**src/rtl/instr_fetch_pkg.sv**
```systemverilog
// Shared definitions for the instruction fetch unit: opcode field, opcodes and FSM states.
package instr_fetch_pkg;

    localparam int unsigned OPCODE_WIDTH = 3;

    localparam logic [OPCODE_WIDTH-1:0] OP_ADD  = 3'b000;
    localparam logic [OPCODE_WIDTH-1:0] OP_SUB  = 3'b001;
    localparam logic [OPCODE_WIDTH-1:0] OP_HALT = 3'b111;

    typedef enum logic [1:0] {
        StIdle,
        StRun,
        StDone
    } state_e;

endpackage

```
**src/rtl/instr_fetch.sv**
```systemverilog
// Instruction fetch unit: walks the instruction memory from address 0 until HALT or the last
// address, presenting each word to the decoder one cycle after its read, with stall back-pressure.
module instr_fetch
    import instr_fetch_pkg::*;
#(
    parameter int unsigned PC_WIDTH    = 8,
    parameter int unsigned ADDR_WIDTH  = 10,
    localparam int unsigned INSTR_WIDTH = OPCODE_WIDTH + 3 * ADDR_WIDTH + 1
) (
    input  logic                   clk,
    input  logic                   rst,
    input  logic                   start,
    input  logic                   stall,
    output logic [PC_WIDTH-1:0]    im_addr,
    output logic                   im_rd_en,
    input  logic [INSTR_WIDTH-1:0] im_rdata,
    output logic [INSTR_WIDTH-1:0] instr,
    output logic                   instr_valid,
    output logic                   busy,
    output logic                   done,
    output logic                   overrun
);

    localparam logic [PC_WIDTH-1:0] PcMax = {PC_WIDTH{1'b1}};

    state_e              state_q, state_d;
    logic [PC_WIDTH-1:0] pc_q, pc_d;
    logic                valid_q, valid_d;
    logic                last_q, last_d;
    logic                overrun_q, overrun_d;

    logic is_halt;
    logic halt_seen;
    logic rd_en;

    assign is_halt = (im_rdata[INSTR_WIDTH-1 -: OPCODE_WIDTH] == OP_HALT);

    always_comb begin
        state_d   = state_q;
        pc_d      = pc_q;
        valid_d   = 1'b0;
        last_d    = last_q;
        overrun_d = overrun_q;
        halt_seen = 1'b0;
        rd_en     = 1'b0;

        unique case (state_q)
            StIdle: begin
                if (start) begin
                    state_d   = StRun;
                    pc_d      = '0;
                    last_d    = 1'b0;
                    overrun_d = 1'b0;
                end
            end
            StRun: begin
                halt_seen = valid_q & is_halt;
                rd_en     = ~stall & ~halt_seen & ~last_q;
                valid_d   = rd_en | (valid_q & stall);
                // The top address is read once; pc parks there instead of wrapping.
                if (rd_en) begin
                    if (pc_q == PcMax) begin
                        last_d = 1'b1;
                    end else begin
                        pc_d = pc_q + 1'b1;
                    end
                end
                if (halt_seen) begin
                    state_d = StDone;
                    valid_d = 1'b0;
                end else if (last_q & valid_q & ~stall) begin
                    overrun_d = 1'b1;
                    state_d   = StDone;
                end
            end
            StDone: begin
                state_d = StIdle;
            end
            default: begin
                state_d = StIdle;
            end
        endcase
    end

    always_ff @(posedge clk) begin
        if (rst) begin
            state_q   <= StIdle;
            pc_q      <= '0;
            valid_q   <= 1'b0;
            last_q    <= 1'b0;
            overrun_q <= 1'b0;
        end else begin
            state_q   <= state_d;
            pc_q      <= pc_d;
            valid_q   <= valid_d;
            last_q    <= last_d;
            overrun_q <= overrun_d;
        end
    end

    // Outputs are forced quiet while rst is high, before the synchronous reset has taken effect.
    assign im_rd_en    = rd_en & ~rst;
    assign im_addr     = rst ? '0 : pc_q;
    assign instr       = im_rdata;
    assign instr_valid = valid_q & ~is_halt & ~rst;
    assign busy        = (state_q == StRun) & ~rst;
    assign done        = (state_q == StDone) & ~rst;
    assign overrun     = overrun_q & ~rst;

endmodule

```
**config.mk**
```make
export PLATFORM = sky130hd
export DESIGN_NAME = instr_fetch
export DESIGN_NICKNAME = d
export VERILOG_FILES = /design/src/rtl/instr_fetch_pkg.sv /design/src/rtl/instr_fetch.sv
export SDC_FILE = /design/constraint.sdc
export NUM_CORES = 1
export LEC_CHECK = 0
export ABC_AREA = 1
export CAP_MARGIN = 20
export CORE_MARGIN = 2
export CORE_UTILIZATION = 34
export CTS_BUF_LIST = sky130_fd_sc_hd__clkbuf_8
export CTS_CLUSTER_SIZE = 24
export DETAILED_ROUTE_END_ITERATION = 6
export PLACE_DENSITY = 0.88
export RECOVER_POWER = 50
export SLEW_MARGIN = 20
export SYNTH_ARGS = -nofsm -noshare
export SYNTH_HDL_FRONTEND = slang
export SYNTH_SLANG_ARGS = --single-unit
```
**constraint.sdc**
```tcl
create_clock -name clk -period 1.7 [get_ports clk]
set_clock_uncertainty 0.1 [all_clocks]
set_input_delay 0.425 -clock clk [delete_from_list [all_inputs] [get_ports clk]]
set_output_delay 0.425 -clock clk [all_outputs]
set_load 0.05 [all_outputs]
```
==> flow_summary.yaml, run 1 <==
timing:
  fin_crit_ps: 1659
  finalHoldViolations: 0
  slew_violations: 0
  period_share: 0.9760
  rsz0062_at_grt: "true"
  relSlewSlack: 0.8079
  tightest_slew_ps: 285.1
  clock.fmax_ghz: 0.6027
  hold_slack_ps: 397.7
  setup_slack_ps: 40.85
  setup_violations: 0
placement:
  pre_cts_ws_ps: -266.1
  io_buffer_count: 22
  gp_congestion: 0.8628
  detailed_place.area_um2: 1326
  dp_hpwl_um: 1693
setup_path:
  slowest_stage: "clkdlybuf4s15_2"
  r2r-start: "pc_q[1]$_SDFFE_PP0P_"
  crit_family: "simple AND/OR/NAND/NOR gates"
  startpoint: "im_rdata[31]"
  crit_required_ps: 1170
  worst-path-buf-inv: 2
  crit_path_start_kind: "input port"
  cp_max_fo: 3
  critical_path_class: "input port to output pin"
  cp_cell_sequence: "clkdlybuf4s15_2 -> nand4_1 -> nand3_4 -> nor2_4 -> buf_12"
  arrival_ps: 1130
  worst_setup_path_end_kind: "output pin"
  slowest_delay_ps: 210
detailed_routing:
  drt-initial-drc-count: 44
  routed_wl_um: 2428
  wire_per_inst_um: 11.40
  drc: 0
  vias: 979
  viasPerCell: 4.596
  antenna_left: 0
  dr.pass1.iters: 5
pwr:
  irDropWorstVdd_mv: 0.2685
  leakagePower_nw: 0.6436
  cellPowerDensity_nw_per_um2: 767.4
  total_power_mw: 1.163
yosys:
  netlist_instances: 166
  syn_area_um2: 1067
  avgSynthCellArea_um2: 6.429
  ys_seq_elements: 13
  yosysSeqAreaShare: 0.2438
  synth_nets: 205
  yosysWarnings: 0
  synth_cell_types: 20
run:
  maxCapViolCount: 0
clock_network:
  clockRootBuffer: "clkbuf_8"
  clkTransAtPathRegs_ps: 50
  numCtsBuffers: 3
  cts_sinks: 13
  cts.htree.levels: 1
  worstSkewPairLatency_ps: 240
  cts_tree: "built"
  clockBufferDepth: 2
  ctsHoldBuffers: 0
grt:
  grt_pass1_vias: 876
  grt_pass1_wl_um: 3822
  grt_use_total: 0.1402
  antenna_found_initial: 0
  overflow: 0
  grt_max_degree: 12
floorplanning:
  fp.dieW_um: 60.03
  start_util: 0.3525
  die_y_um: 60.03
  core.rowCount: 20
  io_pins: 85
  die-area_um2: 3603
  core_area_um2: 3028
cells_and_area:
  nets: 209
  synthToLayoutAreaGrowth_pct: 41.97
  final_area_um2: 1515
  post-route-util: 0.5004
  num_antenna_cells: 0
  drive_gt1_frac: 0.3846
hold_path:
  hold_start: "overrun_q$_SDFFE_PP0P_"
  hp-class: "flop to flop"
status:
  status: "completed"
-- area by class of cell --
cell class / instances / area, µm²
clock buffer: 3 / 41.29
multi-input combinational: 94 / 580.6
clock inverter: 1 / 3.754
inverter: 22 / 87.58
sequential: 13 / 264.0
tap: 44 / 55.05
fill: 261 / 1513
timing repair buffer: 36 / 483.0
-- logic make-up (layout without fill, tap and decap cells) --
kind of cell               after synthesis  in the layout  share of synthesized area
AOI/OAI and AO/OA                       15             15                    0.07268
adders and majority gates                1              1                    0.01172
buffers and inverters                   59             62                     0.3341
DFF                                     13             13                     0.2438
and+or+nand+nor                         78             78                     0.3376
-- per-stage QoR --
stage	instances	setup TNS, ps
finish	213	0
global route	213	-18.25
CTS	211	0
detailed placement	205	-4936
global placement	205	-4595
floorplan	166	-1286
-- flip-flops by register name, indices dropped and copies added (netlist names) --
signal,cells
last_q,1
pc_q,8
state_q,2
valid_q,1
overrun_q,1
-- metal layers --
metal	up-vias	part of all wire	track usage
met5	-	0	0
met4	0	0.019	0.07302
met3	5	0.053	0.02165
met2	27	0.51	0.2298
met1	460	0.42	0.1756
li1	487	-	-
-- layout by cell type, fill, tap and decap left out, types with 3 or more instances in the layout --
cell type  synthesis  layout
inv_1             20      20
nor2_1            22      10
a21oi_1           13      13
buf_4             34      12
clkbuf_2           0       3
clkbuf_8           0       3
nand3_1           10      10
nor2_4             0      11
dfxtp_1           13      12
buf_12             0      15
nand2_1           32      32
-- worst min-delay path, stage by stage (launching register included) --
cell and delay, ps:
dfxtp_1 290, inv_1 80, a21oi_1 80
-- report_power, final --
group / switching (mW) / internal [mW] / total (mW)
combinational: 0.294 / 0.212 / 0.505
sequential: 0.0447 / 0.343 / 0.387
clock: 0.110 / 0.159 / 0.270
total: 0.449 / 0.714 / 1.16
-- timing repair --
| item | in CTS | in global routing |
|---|---|---|
| hold endpoints to repair | 0 | 0 |
| setup buffers | 2 | 1 |
| gates resized for setup | 28 | 14 |
| pin swaps | 5 | 4 |
| cloned | 0 | 1 |
| endpoints found under the setup margin | 15 | 17 |
-- Yosys cell counts, drive strengths merged --
master  number  area share
clkbuf       2      0.0070
ha           1       0.012
inv         22       0.077
dfxtp       13        0.24
nand4        1      0.0059
nor3         4       0.023
a21oi       13       0.061
o21ai        1      0.0047
buf         35        0.25
nand3       14       0.084
o211ai       1      0.0070
nand2       36        0.14
nor2        23       0.083
-- final timing paths --
check / to / slack (ps) / cells after the start
setup / recovery: im_rd_en / 40 / 5
hold / removal: overrun_q$_SDFFE_PP0P_ / 400 / 2
setup reg to reg: last_q$_SDFFE_PP0P_ / 160 / 9
hold reg to reg: overrun_q$_SDFFE_PP0P_ / 400 / 2
(Power assumes the default switching activity.)
==> run 2: changes to the inputs <==
Settings changed: RECOVER_POWER 50 to not set.
==> results of run 2 <==
No change in the layout: final DEF, timing and power equal those of run 1.
==> run 3: changes to the inputs <==
Settings changed: CORE_UTILIZATION 34 to 33, CTS_BUF_LIST sky130_fd_sc_hd__clkbuf_8 to sky130_fd_sc_hd__clkbuf_16, PLACE_DENSITY 0.88 to 0.86.
==> flow_summary.yaml, run 3 (same netlist as run 1, synthesis figures left out) <==
cells_and_area:
  largest_register_ffs: 8
  nFillCells: 280
  nets: 212
  top_regs: "pc_q: 8 flops, state_q: 2 flops"
  post-route-util: 0.5012
  synthToLayoutAreaGrowth_pct: 43.38
  num_antenna_cells: 0
  largest-register: "pc_q"
  final_cell_mix: "32 x nand2_1, 20 x inv_1, 16 x buf_4"
  final_common_cell: "nand2_1"
  final_area_um2: 1530
  drive_gt1_frac: 0.3953
detailed_routing:
  viasPerCell: 4.532
  wl_met3_um: 234
  routed_wl_um: 2604
  wire_per_inst_um: 12.06
  wl_met1_um: 1014
  wl_met2_um: 1319
  vias: 979
  drc: 0
  antenna_left: 0
  drt-initial-drc-count: 47
  dr.pass1.iters: 4
  routed.top_layer: "met4"
setup_path:
  rr_worst_depth: 7
  crit_path_start_kind: "input port"
  cp_max_fo: 2
  worst_setup_path_end_kind: "output pin"
  arrival_ps: 1160
  crit_required_ps: 1170
  critical_path_class: "input port to output pin"
  startpoint: "stall"
  r2r-start: "pc_q[1]$_SDFFE_PP0P_"
floorplanning:
  die-area_um2: 3705
  core.rowCount: 20
  start_util: 0.3496
  fp.dieW_um: 60.87
  core_area_um2: 3053
  die_y_um: 60.87
  io_pins: 85
timing:
  fin_crit_ps: 1683
  period_share: 0.9898
  setup_violations: 0
  clock.fmax_ghz: 0.5943
  rsz0062_at_grt: "true"
  slew_violations: 0
  relSlewSlack: 0.8427
  tightest_slew_ps: 233.4
  hold_slack_ps: 386.9
  finalHoldViolations: 0
grt:
  grt_max_degree: 11
  antenna_found_initial: 0
  overflow: 0
  grt_use_total: 0.1547
  grt_pass1_vias: 948
  grt_pass1_wl_um: 4209
placement:
  gp_congestion: 0.8719
  dp_hpwl_um: 1667
  detailed_place.area_um2: 1341
  io_buffer_count: 22
hold_path:
  hold_start: "overrun_q$_SDFFE_PP0P_"
  min_path_cells: 2
  hp-class: "flop to flop"
pwr:
  total_power_mw: 1.317
  cellPowerDensity_nw_per_um2: 860.6
  leakagePower_nw: 0.6575
  irDropWorstVdd_mv: 0.6829
clock_network:
  cts_tree: "built"
  cts_sinks: 13
  clockRootBuffer: "clkbuf_16"
  cts.htree.levels: 1
  worstSkewPairLatency_ps: 240
  ctsHoldBuffers: 0
  clockBufferDepth: 2
  clkTransAtPathRegs_ps: 40
  numCtsBuffers: 3
run:
  maxCapViolCount: 0
status:
  status: "completed"
-- run 3: cell types whose count changed in the layout (fill, tap and decap cells not counted), moves of 2 or more --
cell,previous run,this run
clkdlybuf4s15_1,0,2
clkbuf_8,3,0
clkbuf_2,3,1
nor2_4,11,8
nor2_2,2,5
clkbuf_16,1,3
buf_4,12,16
-- run 3: routing by layer --
layer | global-route usage | vias to the layer above
li1 | - | 491
met1 | 0.1791 | 435
met3 | 0.05117 | 6
met5 | 0 | -
met4 | 0.07143 | 0
met2 | 0.2581 | 47
-- run 3: final cells by class --
class / instances / area [µm²] / area share
clock inverters: 1 / 3.754 / 0.002453
inverters: 22 / 85.08 / 0.05560
multi-input cells: 94 / 549.3 / 0.3590
well taps: 44 / 55.05 / 0.03598
clock buffers: 3 / 75.07 / 0.04906
flip-flops and latches: 13 / 261.5 / 0.1709
repair buffers: 39 / 500.5 / 0.3271
-- run 3: worst paths after layout --
check / end / slack [ps]
worst max-delay path: im_rd_en / 20
worst min-delay path: overrun_q$_SDFFE_PP0P_ / 390
worst max register to register: pc_q[1]$_SDFFE_PP0P_ / 160
worst min register to register: overrun_q$_SDFFE_PP0P_ / 390
-- run 3: report_power, final --
part	switching, mW	leakage [nW]	internal (mW)
Clock	0.130	0.0423	0.310
Sequential	0.0414	0.107	0.343
Combinational	0.283	0.509	0.210
Total	0.454	0.658	0.863
-- run 3: what timing repair did --
action                     4_1_cts  5_1_grt
gates cloned                     0        0
pin swaps                        5        3
setup endpoints to repair       17        7
hold endpoints to repair         0        0
resized for setup               26        6
setup buffers                    4        1
-- run 3: stage by stage --
stage,cells,setup TNS (ps),setup slack [ps]
final,216,0,17.26
after global routing,216,-28.50,-25.76
after CTS,215,0,4.734
after detailed placement,207,-5140,-316.7
after global placement,207,-4540,-275.7
after floorplan,166,-1286,-134.3
-- run 3: worst max-delay path: stages --
cell	delay, ps
clkdlybuf4s15_1	190
nor2_2	150
nand3_2	120
nor2_4	130
buf_12	140
